==> src/rtl/uart_tx_serializer.sv <==
// uart_tx_serializer: byte-wide valid/ready in, asynchronous serial frame out.
// Ports: clock, reset_n (async, active-low), baud_tick (bit boundary pulse),
//        tx_valid/tx_data/tx_ready (byte handshake), tx (serial line,
//        registered, idle high), busy (not idle), tx_done (frame end pulse).
// Build option: define UART_TX_PARITY_EN to send a parity bit (even, or odd
//        when PARITY_ODD=1) between the data and stop bits.
module uart_tx_serializer #(
    parameter int DATA_BITS  = 8,
    parameter int STOP_BITS  = 1,
    parameter int PARITY_ODD = 0
) (
    input  logic                 clock,
    input  logic                 reset_n,
    input  logic                 baud_tick,
    input  logic                 tx_valid,
    input  logic [DATA_BITS-1:0] tx_data,
    output logic                 tx_ready,
    output logic                 tx,
    output logic                 busy,
    output logic                 tx_done
);

    typedef enum logic [2:0] {
        S_IDLE,
        S_ARM,
        S_START,
        S_DATA,
        S_PARITY,
        S_STOP
    } state_t;

    localparam logic [2:0] DATA_LAST = 3'(DATA_BITS - 1);
    localparam logic [2:0] STOP_LAST = 3'(STOP_BITS - 1);

    state_t               state_q, state_d;
    logic [DATA_BITS-1:0] shreg_q, shreg_d;
    logic [2:0]           cnt_q, cnt_d;
    logic                 tx_q, tx_d;
    logic                 done_q, done_d;

`ifdef UART_TX_PARITY_EN
    logic                 par_q, par_d;
`else
    // Parity type has no effect in this build.
    logic                 unused_parity_cfg;
    assign unused_parity_cfg = (PARITY_ODD != 0);
`endif

    // State and datapath registers.
    always_ff @(posedge clock or negedge reset_n) begin
        if (!reset_n) begin
            state_q <= S_IDLE;
            shreg_q <= '0;
            cnt_q   <= '0;
            tx_q    <= 1'b1;
            done_q  <= 1'b0;
`ifdef UART_TX_PARITY_EN
            par_q   <= 1'b0;
`endif
        end else begin
            state_q <= state_d;
            shreg_q <= shreg_d;
            cnt_q   <= cnt_d;
            tx_q    <= tx_d;
            done_q  <= done_d;
`ifdef UART_TX_PARITY_EN
            par_q   <= par_d;
`endif
        end
    end

    // Next-state logic. The IDLE branch ignores baud_tick, so a tick
    // coincident with acceptance never shortens the start bit.
    always_comb begin
        state_d = state_q;
        shreg_d = shreg_q;
        cnt_d   = cnt_q;
        done_d  = 1'b0;
`ifdef UART_TX_PARITY_EN
        par_d   = par_q;
`endif
        unique case (state_q)
            S_IDLE: begin
                if (tx_valid) begin
                    state_d = S_ARM;
                    shreg_d = tx_data;
                    cnt_d   = '0;
`ifdef UART_TX_PARITY_EN
                    par_d   = (^tx_data) ^ (PARITY_ODD != 0);
`endif
                end
            end
            S_ARM: begin
                if (baud_tick) state_d = S_START;
            end
            S_START: begin
                if (baud_tick) begin
                    state_d = S_DATA;
                    cnt_d   = '0;
                end
            end
            S_DATA: begin
                if (baud_tick) begin
                    shreg_d = shreg_q >> 1;
                    if (cnt_q == DATA_LAST) begin
                        cnt_d = '0;
`ifdef UART_TX_PARITY_EN
                        state_d = S_PARITY;
`else
                        state_d = S_STOP;
`endif
                    end else begin
                        cnt_d = cnt_q + 3'd1;
                    end
                end
            end
`ifdef UART_TX_PARITY_EN
            S_PARITY: begin
                if (baud_tick) state_d = S_STOP;
            end
`endif
            S_STOP: begin
                if (baud_tick) begin
                    if (cnt_q == STOP_LAST) begin
                        state_d = S_IDLE;
                        cnt_d   = '0;
                        done_d  = 1'b1;
                    end else begin
                        cnt_d = cnt_q + 3'd1;
                    end
                end
            end
            default: state_d = S_IDLE;
        endcase
    end

    // Output logic. The line level is decoded from the next state so the
    // registered tx changes on the same edge that samples baud_tick.
    always_comb begin
        tx_d = 1'b1;
        unique case (state_d)
            S_START: tx_d = 1'b0;
            S_DATA:  tx_d = shreg_d[0];
`ifdef UART_TX_PARITY_EN
            S_PARITY: tx_d = par_q;
`endif
            default: tx_d = 1'b1;
        endcase
    end

    assign tx       = tx_q;
    assign tx_done  = done_q;
    assign tx_ready = (state_q == S_IDLE);
    assign busy     = (state_q != S_IDLE);

endmodule

==> config.mk <==
export PLATFORM = sky130hd
export DESIGN_NAME = uart_tx_serializer
export DESIGN_NICKNAME = d
export VERILOG_FILES = /design/src/rtl/uart_tx_serializer.sv
export SDC_FILE = /design/constraint.sdc
export NUM_CORES = 1
export LEC_CHECK = 0
export CAP_MARGIN = 20
export CELL_PAD_IN_SITES_DETAIL_PLACEMENT = 1
export CELL_PAD_IN_SITES_GLOBAL_PLACEMENT = 2
export CORE_MARGIN = 2
export CORE_UTILIZATION = 32
export DETAILED_ROUTE_END_ITERATION = 6
export PLACE_DENSITY_LB_ADDON = 0.1
export SLEW_MARGIN = 20
export SYNTH_ARGS = -nofsm -noshare
export SYNTH_HDL_FRONTEND = slang
export SYNTH_SLANG_ARGS = --single-unit
==> constraint.sdc <==
create_clock -name clock -period 1.8 [get_ports clock]
set_input_delay 0.45 -clock clock [delete_from_list [all_inputs] [get_ports clock]]
set_output_delay 0.45 -clock clock [all_outputs]
set_load 0.01 [all_outputs]
==> out/results.txt, run 1 <==
R2R cell count: 6
Commonest non-fill, non-tap cell in the layout: nand2_1
Vias per inst: 5.08
Power per cell area: 1250 nW/um^2
CTS tree: done
Worst vdd ir: 0.559 mV
Final nets: 129
Total gr overflow: 0
Largest net degree at the start of global routing: 14
Port-buffer cells: 15
DRT iter0 DRCs: 7
Clk_lat worst skew: 290 ps
Synthesized area: 881 sq um
Data required time of the worst path: 1350 ps
Syn Area/Cell: 10.4 sq um
WHS: 388 ps
DRC violations left: 0
Synth area leader: dfrtp_1
GRT Resource Usage Total: 14.0%
Diode count: 0
Static Leak: 0.592 nW
Layout cell share with drive strength beyond 1: 24.8%
CP Class: reg2out
Worst Tran Pin Value: 353 ps
CP startpoint: state_q[1]
Ys Warns: 0
R2r setup slk: 270 ps
# resized after CTS: 8
Number of enable flip-flop cells after synthesis: 0
Num rows: 19
Post CTS Setup Buffer Count: 0
Num CTS Buffers: 3
H-tree levels: 1
Worst Setup Start Kind: flip-flop
Arrival @ worst endpoint: 1220 ps
Top achievable clock speed: 598 MHz
I/O Pins: 16
RSZ-0062 raised after global routing: no
Initial antenna violation count: 0
First-pass GRT wire length: 3.43 mm
Fraction of registers with async set/reset: 100%
Clock tree buffer depth: 2
Clock transition at the registers of the reported paths: 90 ps
Root Driver: clkbuf_4
Number of fill cells in the layout: 307
Max cap viols: 0
Period utilisation layout: 92.9%
Final Critical Period: 1670 ps
Hold/Removal Path Class: in2async
Total wire length: 1.92 mm
Final setup viols: 0
Die area: 3190 sq um
Reg2reg start: state_q[0]
Placer Congestion: 0.707
Register cell area after layout: 402 sq um
Initial Utilization: 32.8%
Dpl hpwl: 1.53 mm
Yosys cell types: 37
Pwr Total: 1.45 mW
Worst Skew: 4.46 ps
Multi-input gate area: 417 sq um
Antenna-violating nets left: 0
Hold Vio Cnt, Final: 0
Most frequent cells in the layout: nand2_1 (16), dfrtp_1 (15), buf_4 (14)
Synth top area share: 42.6%
Max Slew Vio Count: 0
Register area share after synthesis: 45.6%
Pre-antenna DRT Iters: 4
Routed WL per cell: 13.4 microns
Synthesized Nets: 100
Slew margin rel.: 76.4%
Top FF cell, synth: dfrtp_1
DIE HEIGHT: 56.5 microns
Core Area: 2690 sq um
CTS sink cnt: 16
# hold bufs at CTS: 0
CP max FO: 2
Capturing point of the worst reg2reg path: shreg_q[0]
P&R area growth vs syn: 31.7%
Setup TNS: 0 ps
Status: completed
Vias: 732
Vias in the first global route: 781
CP endpoint kind: output pin
Flops & latches, synth: 16
Synth area leaders: dfrtp_1 (43%), nand2_1 (6.8%), a22oi_1 (5.1%)
Cells after synthesis: 85
Die width: 56.5 microns
## cells by family (layout without fill, tap and decap cells)
group,after synthesis,count (layout),share of synthesized area [%]
and+or+nand+nor,34,34,22.0
adders and majority gates,3,3,4.26
DFF,16,16,45.6
muxes,3,3,3.69
AOI/OAI and AO/OA,19,19,16.9
buffers and inverters,10,38,7.53
## layer usage
metal  track usage [%]  vias to the layer above  part of all wire, %
met5                 0                        -                    0
met4              5.10                        0                  1.8
met3              3.23                        4                  4.7
met2              24.4                       17                   50
met1              16.7                      362                   43
li1                  -                      349                    -
## critical path, stage by stage (launching register included)
cell,delay [ps]
dfrtp_1,390
or3_4,380
inv_1,60
buf_2,120
## how the worst max path moves through the flow
| stage | endpoint | slack, ps | cells after the start |
|---|---|---|---|
| 2_1_floorplan | tx_ready | 160 | 3 |
| 3_3_place_gp | tx_ready | -60 | 3 |
| 3_5_place_dp | tx_ready | -70 | 3 |
| 4_1_cts | tx_ready | 7 | 3 |
| 5_1_grt | tx_ready | 90 | 3 |
| 6_report | tx_ready | 130 | 3 |
## cells in the mapped netlist, types with 2 or more instances
library cell  instances
ha_1                  3
nand2_1              16
nor2_1                3
mux2_1                2
nor3b_1               3
a21oi_1               3
inv_1                 5
o21a_1                2
dfrtp_1              15
a22oi_1               6
## state kept, by name, indices dropped and copies added, names as in the netlist
name / flops
state_q: 3
cnt_q: 3
tx_done: 1
tx: 1
shreg_q: 8
## power by group
part | switching, mW | total, mW | leakage, nW | internal (mW)
registers | 0.0670 | 0.550 | 0.206 | 0.483
logic | 0.326 | 0.663 | 0.366 | 0.337
clock network | 0.116 | 0.239 | 0.0210 | 0.123
total | 0.509 | 1.45 | 0.592 | 0.942
## cell type report
class	count	area share (%)
well taps	31	3.34
clock buffers	4	3.13
repair buffers	29	21.4
flip-flops and latches	16	34.6
multi-input cells	59	35.9
inverters	5	1.62
## per-stage QoR
step | instances | worst slack, ps | area, sq um | util [%]
final | 144 | 128 | 1160 | 43.2
after global routing | 144 | 87.8 | 1160 | 43.2
after CTS | 144 | 6.65 | 1150 | 42.9
after detailed placement | 140 | -72.1 | 1130 | 42.0
after global placement | 140 | -56.9 | 1130 | 42.0
after floorplan | 85 | 161 | 881 | -
Power figures use the tool's default switching activity.
==> run 2, diff against run 1 <==
- SLEW_MARGIN: 20 -> 5
==> results of run 2 <==
No change in the layout: final DEF, timing and power equal those of run 1.
